==> src/rtl/sat_pkg.sv <==
// Shared types and sizing for the clause streamer and its clause table.
package sat_pkg;

  localparam int NUM_CLAUSE = 16;
  localparam int LIT_W      = 11;
  localparam int CLA_LEN    = 3;
  localparam int CW         = $clog2(NUM_CLAUSE);

  // Table depth expressed at the width of num_cla, for saturating compares.
  localparam logic [CW:0] NUM_CLAUSE_W = (CW+1)'(NUM_CLAUSE);

  // One literal, two's complement; zero marks an empty literal slot.
  typedef logic signed [LIT_W-1:0] lit_t;

  // One clause, lit[0] in the least significant bits.
  typedef logic [CLA_LEN*LIT_W-1:0] cla_t;

  typedef enum logic [1:0] {
    IDLE   = 2'd0,
    STREAM = 2'd1,
    DRAIN  = 2'd2,
    DONE   = 2'd3
  } stream_state_t;

  // Clamp a requested clause count to the table depth.
  function automatic logic [CW:0] clamp_num(input logic [CW:0] n);
    return (n > NUM_CLAUSE_W) ? NUM_CLAUSE_W : n;
  endfunction

endpackage

==> src/rtl/clause_table.sv <==
// Clause table: NUM_CLAUSE x cla_t register file, one write port,
// one combinational read port, asynchronous clear.
module clause_table
  import sat_pkg::*;
(
  input  logic          clk,
  input  logic          rst_n,
  input  logic          we,
  input  logic [CW-1:0] waddr,
  input  cla_t          wdata,
  input  logic [CW-1:0] raddr,
  output cla_t          rdata
);

  cla_t mem [NUM_CLAUSE];

  // Store host writes; the whole table clears on reset.
  // NOTE: this table is built from flops, so it can take an async clear; a RAM macro could not be reset like this.
  always_ff @(posedge clk or posedge rst_n) begin
    if (rst_n) begin
      for (int i = 0; i < NUM_CLAUSE; i++) begin
        mem[i] <= '0;
      end
    end else if (we) begin
      mem[waddr] <= wdata;
    end
  end

  assign rdata = mem[raddr];

endmodule

==> src/rtl/clause_stream_ctrl.sv <==
// Clause streamer: replays the host-loaded clause table into the clause
// arbiter one clause per cycle, then watches carb_empty/conflict to report
// completion or conflict back to the host. rst_n is active-high.
module clause_stream_ctrl
  import sat_pkg::*;
(
  input  logic          clk,
  input  logic          rst_n,
  input  logic          host_we,
  input  logic [CW-1:0] host_addr,
  input  cla_t          host_clause,
  input  logic          host_uc_we,
  input  lit_t          host_uc,
  input  logic [CW:0]   num_cla,
  input  logic          go,
  input  logic          carb_stall,
  input  logic          carb_empty,
  input  logic          conflict,
  output logic          mem2carb_start,
  output logic          mem2carb_finish,
  output cla_t          mem2carb_clause,
  output logic          mem2carb_uc_valid,
  output lit_t          mem2carb_uc,
  output logic          busy,
  output logic          done,
  output logic          sat_conflict
);

  stream_state_t state;
  logic [CW:0]   cnt;         // clauses in this pass, saturated
  logic [CW:0]   rd_ptr;      // next table entry to issue; stops at cnt
  logic          first_beat;  // next issued beat carries the unit clause
  logic          empty_seen;  // carb was idle on the previous DRAIN cycle
  lit_t          uc_reg;
  cla_t          rd_clause;
  logic          table_we;
  logic          last_beat;

  // Host writes only land while idle, so the table is stable during a pass.
  assign table_we  = host_we && (state == IDLE);
  assign last_beat = (rd_ptr == cnt - 1'b1);
  assign busy      = (state == STREAM) || (state == DRAIN);

  clause_table u_table (
    .clk   (clk),
    .rst_n (rst_n),
    .we    (table_we),
    .waddr (host_addr),
    .wdata (host_clause),
    .raddr (rd_ptr[CW-1:0]),
    .rdata (rd_clause)
  );

  // Initial unit-clause register, loadable only while idle.
  always_ff @(posedge clk or posedge rst_n) begin
    if (rst_n) begin
      uc_reg <= '0;
    end else if (host_uc_we && (state == IDLE)) begin
      uc_reg <= host_uc;
    end
  end

  // Pass FSM and registered mem2carb outputs.
  always_ff @(posedge clk or posedge rst_n) begin
    if (rst_n) begin
      state             <= IDLE;
      cnt               <= '0;
      rd_ptr            <= '0;
      first_beat        <= 1'b0;
      empty_seen        <= 1'b0;
      mem2carb_start    <= 1'b0;
      mem2carb_finish   <= 1'b0;
      mem2carb_clause   <= '0;
      mem2carb_uc_valid <= 1'b0;
      mem2carb_uc       <= '0;
      done              <= 1'b0;
      sat_conflict      <= 1'b0;
    end else begin
      // Beat strobes default low; payloads hold their last value.
      // NOTE: non-blocking assignments let later branches override these defaults without ordering races.
      mem2carb_start    <= 1'b0;
      mem2carb_finish   <= 1'b0;
      mem2carb_uc_valid <= 1'b0;

      case (state)
        IDLE: begin
          if (go) begin
            cnt          <= clamp_num(num_cla);
            rd_ptr       <= '0;
            first_beat   <= 1'b1;
            done         <= 1'b0;
            sat_conflict <= 1'b0;
            state        <= STREAM;
          end
        end

        STREAM: begin
          if (conflict) begin
            sat_conflict <= 1'b1;
            state        <= IDLE;
          end else if (!carb_stall) begin
            if (cnt == '0) begin
              // Empty pass: a single finish beat carrying only the unit clause.
              mem2carb_finish   <= 1'b1;
              mem2carb_uc_valid <= 1'b1;
              mem2carb_uc       <= uc_reg;
              empty_seen        <= 1'b0;
              state             <= DRAIN;
            end else begin
              mem2carb_start    <= 1'b1;
              mem2carb_clause   <= rd_clause;
              mem2carb_finish   <= last_beat;
              mem2carb_uc_valid <= first_beat;
              if (first_beat) begin
                mem2carb_uc <= uc_reg;
              end
              first_beat <= 1'b0;
              rd_ptr     <= rd_ptr + 1'b1;
              if (last_beat) begin
                empty_seen <= 1'b0;
                state      <= DRAIN;
              end
            end
          end
        end

        DRAIN: begin
          if (conflict) begin
            sat_conflict <= 1'b1;
            state        <= IDLE;
          end else if (carb_empty) begin
            if (empty_seen) begin
              done  <= 1'b1;
              state <= DONE;
            end else begin
              empty_seen <= 1'b1;
            end
          end else begin
            empty_seen <= 1'b0;
          end
        end

        DONE: begin
          state <= IDLE;
        end

        default: begin
          state <= IDLE;
        end
      endcase
    end
  end

endmodule
==> config.mk <==
export PLATFORM = sky130hd
export DESIGN_NAME = clause_stream_ctrl
export DESIGN_NICKNAME = d
export VERILOG_FILES = /design/src/rtl/sat_pkg.sv /design/src/rtl/clause_table.sv /design/src/rtl/clause_stream_ctrl.sv
export SDC_FILE = /design/constraint.sdc
export NUM_CORES = 1
export LEC_CHECK = 0
export ABC_AREA = 1
export CORE_AREA = 8 8 242 244
export CTS_CLUSTER_DIAMETER = 30
export DETAILED_ROUTE_END_ITERATION = 16
export DIE_AREA = 0 0 250 252
export PLACE_DENSITY = 0.7
export SYNTH_ARGS = -nofsm -noshare
export SYNTH_HDL_FRONTEND = slang
export SYNTH_SLANG_ARGS = --single-unit
==> constraint.sdc <==
create_clock -name clk -period 21.9 [get_ports clk]
set_input_delay 6.57 -clock clk [delete_from_list [all_inputs] [get_ports clk]]
set_output_delay 6.57 -clock clk [all_outputs]
set_load 0.01 [all_outputs]
==> results.json, run 1 <==
{
  "cts-resized-gates": 0,
  "die_w_um": 250,
  "synth_top_area_share_pct": 55.7,
  "hold_viol": 0,
  "synth_area_leaders": "dfrtp_1 (56%), nand2_1 (17%), o21ai_0 (9.0%)",
  "portBuffers": 110,
  "gp_congestion": 0.791,
  "htree_levels": 3,
  "synth_top_cell_by_area": "dfrtp_1",
  "slowest_delay_ps": 910,
  "tightest_slew_ps": 1200,
  "grt_overflow": 0,
  "dieArea_um2": 63000,
  "yosysWarnings": 0,
  "timing.rr.end": "mem2carb_clause[15]",
  "yosys_register_bits": 602,
  "drt_iter0_markers": 2578,
  "post-route-drc-count": 0,
  "crit_top_cell": "buf_4",
  "first_pass_iters": 6,
  "n_antenna_cell": 0,
  "wl_per_cell_um": 18.5,
  "fin_crit_ps": 8780,
  "synth_area_um2": 27000,
  "path_cells": "clkdlybuf4s50_1, clkinvlp_4, buf_4, buf_4",
  "fillCellCount": 4642,
  "drive_gt1_share_pct": 8.52,
  "min_period_over_period_pct": 40.1,
  "fin_skew_ps": 32.1,
  "cp_slowest_cell": "buf_4",
  "core-area_um2": 54700,
  "min_path_cells": 2,
  "post_cts.repair.setup_buffers": 0,
  "rrSetupSlack_ps": 18230,
  "mostFrequentLayoutCell": "nand2_1",
  "postCtsHoldBufs": 0,
  "critical_path_required_ps": 22380,
  "syn_nets": 3324,
  "worst-path-max-fanout": 82,
  "largest_reg_flops": 528,
  "synth_area_per_cell_um2": 8.30,
  "multi_input_area_um2": 10300,
  "critPathArrivalTime_ps": 9270,
  "power.density_nw_per_um2": 165,
  "ys_types": 31,
  "clk_pin_slew_ps": 50,
  "end_kind": "async pin",
  "clkSinkCount": 602,
  "area_growth_pct": 19.2,
  "root_buffer": "clkbuf_16",
  "detail-route-antenna-nets": 0,
  "reg_top3": "u_table.mem (528), mem2carb_clause (33)",
  "finalWirelength_um": 75300,
  "dr_total_vias": 22914,
  "mostFrequentLayoutCells": "nand2_1 (1,204), dfrtp_1 (598), o21ai_0 (488)",
  "largest_register": "u_table.mem",
  "place_inst": 3838,
  "nNetsFinal": 3321,
  "viasPerCell": 5.65,
  "grt_pass1_wl_um": 121000,
  "rsz0062_at_grt": "no",
  "fmaxAchievable_mhz": 114,
  "grt_pass1_vias": 22404,
  "numCtsBuffers": 119,
  "seqCellArea_um2": 15100,
  "netlist_instances": 3258,
  "status": "finished clean",
  "min_to": "mem2carb_uc[9]",
  "antenna_found_initial": 0,
  "start_util_pct": 49.5,
  "fp-row-count": 86,
  "clockBufferDepth": 3,
  "clk_latency_ps": 670,
  "grt_usage_pct": 23.6,
  "min_path_type": "reg2reg",
  "tns_ps": 0,
  "hpwl_um": 37100,
  "ys_seq_area_share_pct": 55.7,
  "grt_max_degree": 189,
  "vdd_drop_max_uv": 80.9,
  "critical_path_class": "in2async",
  "finalMaxSlewViolations": 0,
  "io_pins": 111,
  "chipHeight_um": 252,
  "final-instance-count-excl-fill": 4059,
  "r2r-start": "rd_ptr[1]",
  "hp-start": "uc_reg[9]",
  "cts_tree": "done",
  "slew_headroom_pct": 19.8,
  "rr_worst_depth": 8,
  "max-cap-violations": 0,
  "leakagePower_nw": 15.0,
  "startpoint_type": "input pin",
  "setup_viol": 0
}
==> worst max-delay path: cells and delay by family <==
| kind | cells | cell delay, ps |
|---|---|---|
| buffers and inverters | 4 | 2560 |
==> power breakdown <==
group          switching, mW  total (mW)  leakage [nW]  internal (mW)
Sequential             0.337        1.99          7.74           1.65
Clock                  0.605        1.91          2.07           1.30
Combinational          0.849        1.42          5.17          0.569
==> area by class of cell <==
| cell class | instances | area share, % |
|---|---|---|
| clock buffers | 148 | 10.2 |
| clock inverters | 73 | 3.09 |
| inverters | 66 | 0.819 |
| multi-input cells | 2325 | 32.1 |
| flip-flops and latches | 602 | 46.8 |
| well taps | 704 | 2.73 |
| repair buffers | 141 | 4.25 |
==> cell usage after synthesis <==
cell type / instances
xor2_1: 2
inv_2: 5
nand2_2: 1
ha_1: 5
buf_4: 33
nor2_2: 3
a211oi_1: 1
o21ai_1: 55
nand4_1: 1
buf_2: 121
nor2_1: 52
nor4_1: 1
nand2_1: 1212
nand3_2: 2
nand2_4: 1
or2_2: 1
mux2_2: 10
dfrtp_1: 602
nor2_4: 1
o41ai_1: 1
o31ai_1: 34
o21ai_0: 488
a21boi_0: 1
clkbuf_1: 78
a21oi_1: 169
buf_1: 12
inv_1: 59
nand3_1: 284
buf_6: 21
clkinv_2: 1
inv_4: 1
==> metrics by stage <==
stage          worst slack (ps)  util [%]  power [mW]  hold slack [ps]  cell area [um^2]
3_5_place_dp              12350      51.1        3.39              452             27900
2_1_floorplan              7120         -        2.99              436             27000
6_report                  13120      59.0        5.32              464             32200
3_3_place_gp              12410      51.1        3.32              448             27900
4_1_cts                   13020      59.0        5.33              466             32200
5_1_grt                   12630      59.0        5.66              489             32200
==> cells by family (layout without fill, tap and decap cells) <==
group	count (synthesis)	in the layout	share of synthesized area [%]
adder cells (fa/ha/maj)	5	5	0.231
buffers and inverters	331	428	6.21
multiplexers	10	10	0.417
AO/OA/AOI/OAI	749	749	14.2
flip-flops	602	602	55.7
XOR/XNOR	2	2	0.0648
AND/OR/NAND/NOR	1559	1559	23.1
==> routing by layer <==
layer  share of wire, %  global-route usage, %  wire [um]  vias up
met4                2.8                   9.71       2090        0
met2                 47                   37.7      35400      971
met5                  0                      0          0        -
li1                   -                      -          -    10687
met3                7.8                   4.22       5850      145
met1                 42                   31.8      31900    11111
==> worst max path at each step <==
stage / start / end / slack [ps] / cells after the start
floorplan: rst_n / cnt[0] / 7120 / 1
global placement: rst_n / rd_ptr[1] / 12410 / 4
detailed placement: rst_n / rd_ptr[1] / 12350 / 4
CTS: rst_n / rd_ptr[1] / 13020 / 4
global route: rst_n / rd_ptr[0] / 12630 / 4
finish: rst_n / rd_ptr[1] / 13120 / 4
Note: power is estimated with default switching activity, not from simulation.
==> run 2: changes to the inputs <==
PLACE_DENSITY = 0.67   (was 0.7)
clock period = 8.26 ns   (was 21.9 ns; I/O delays follow)
==> results.json, run 2 (synthesis gave the netlist of run 1 again) <==
{
  "drive_gt1_share_pct": 8.97,
  "hpwl_um": 39800,
  "whs_ps": 460,
  "status": "finished clean",
  "core-area_um2": 54700,
  "wl_met3_um": 5610,
  "portBuffers": 110,
  "clkSinkCount": 602,
  "final-instance-count-excl-fill": 4083,
  "root_buffer": "clkbuf_16",
  "gp_congestion": 0.787,
  "grt_pass1_vias": 22967,
  "clk_pin_slew_ps": 50,
  "setup_viol": 0,
  "start_util_pct": 49.5,
  "numCtsBuffers": 133,
  "viasPerCell": 5.68,
  "finalWirelength_um": 77900,
  "multi_input_area_um2": 10300,
  "grt_overflow": 0,
  "place_inst": 3843,
  "power.density_nw_per_um2": 443,
  "area_growth_pct": 20.5,
  "io_pins": 111,
  "n_antenna_cell": 0,
  "pre_cts_ws_ps": 3420,
  "critical_path_class": "reg2out",
  "dr_total_vias": 23190,
  "tightest_slew_ps": 1180,
  "leakagePower_nw": 15.2,
  "worst-path-max-fanout": 4,
  "max-cap-violations": 0,
  "fp-row-count": 86,
  "mostFrequentLayoutCell": "nand2_1",
  "dieArea_um2": 63000,
  "hold_viol": 0,
  "dpl_cell_area_um2": 28000,
  "vdd_drop_max_uv": 239,
  "min_path_type": "reg2reg",
  "largest_reg_flops": 528,
  "nNetsFinal": 3340,
  "highest_layer": "met4",
  "first_pass_iters": 5,
  "drt_iter0_markers": 2373,
  "reg_top3": "u_table.mem (528), mem2carb_clause (33)",
  "met1Wirelength_um": 32900,
  "largest_register": "u_table.mem",
  "dr_wl_met2_um": 36900,
  "fin_skew_ps": 27.0,
  "mostFrequentLayoutCells": "nand2_1 (1,204), dfrtp_1 (598), o21ai_0 (488)",
  "grt_usage_pct": 24.8,
  "clockBufferDepth": 3,
  "cts-resized-gates": 0,
  "postCtsHoldBufs": 0,
  "clk_latency_ps": 710,
  "grt_max_degree": 183,
  "fillCellCount": 4769,
  "end_kind": "output pin",
  "die_w_um": 250,
  "finalMaxSlewViolations": 0,
  "antenna_found_initial": 0,
  "min_period_over_period_pct": 54.6,
  "hp-start": "uc_reg[5]",
  "detail-route-antenna-nets": 0,
  "startpoint": "state[0]",
  "wl_per_cell_um": 19.1,
  "critPathArrivalTime_ps": 2030,
  "fin_crit_ps": 4510,
  "cts_tree": "done",
  "finalInstanceArea_um2": 32600,
  "startpoint_type": "flip-flop",
  "grt_pass1_wl_um": 126000,
  "seqCellArea_um2": 15100,
  "post-route-drc-count": 0,
  "r2r-start": "rd_ptr[0]",
  "final_core_util_pct": 59.6,
  "post_cts.repair.setup_buffers": 0,
  "fmaxAchievable_mhz": 222,
  "layout_setup_ws_ps": 3750,
  "slew_headroom_pct": 21.3,
  "critical_path_required_ps": 5780,
  "rsz0062_at_grt": "no",
  "chipHeight_um": 252,
  "htree_levels": 4
}
==> run 2: worst paths after layout <==
kind | to | slack, ps | cells past startpoint
min in group asynchronous | u_table.mem[418] | 2190 | 2
hold reg to reg | mem2carb_uc[5] | 460 | 2
max in group asynchronous | u_table.mem[492] | 4610 | 4
setup reg to reg | mem2carb_clause[31] | 5200 | 8
setup / recovery | busy | 3750 | 3
hold / removal | mem2carb_uc[5] | 460 | 2
==> run 2: area by class of cell <==
cell class / instances / area share, %
clock buffers: 182 / 11.8
clock inverters: 58 / 2.25
well taps: 704 / 2.71
repair buffers: 146 / 4.37
inverters: 66 / 0.811
flip-flops and latches: 602 / 46.3
multi-input cells: 2325 / 31.8
==> run 2: stage by stage <==
step | power [mW] | setup TNS, ps
2_1_floorplan | 7.92 | -1462380
3_3_place_gp | 8.89 | 0
3_5_place_dp | 9.05 | 0
4_1_cts | 14.5 | 0
5_1_grt | 15.3 | 0
6_report | 14.4 | 0
==> run 2: layer usage <==
metal,global-route usage [%],up-vias
met3,4.82,184
li1,-,10730
met2,40.6,937
met1,32.0,11339
met4,11.1,0
met5,0,-
==> run 2: power breakdown <==
group / internal (mW) / leakage, nW / switching [mW] / total [mW]
Clock: 3.67 / 2.26 / 1.66 / 5.33
Sequential: 4.39 / 7.74 / 0.827 / 5.21
Combinational: 1.51 / 5.19 / 2.36 / 3.87
==> run 2: worst max-delay path: stages, from the launching register on <==
cell and delay [ps]:
dfrtp_1 360, inv_1 70, ha_1 340, clkdlybuf4s50_1 560
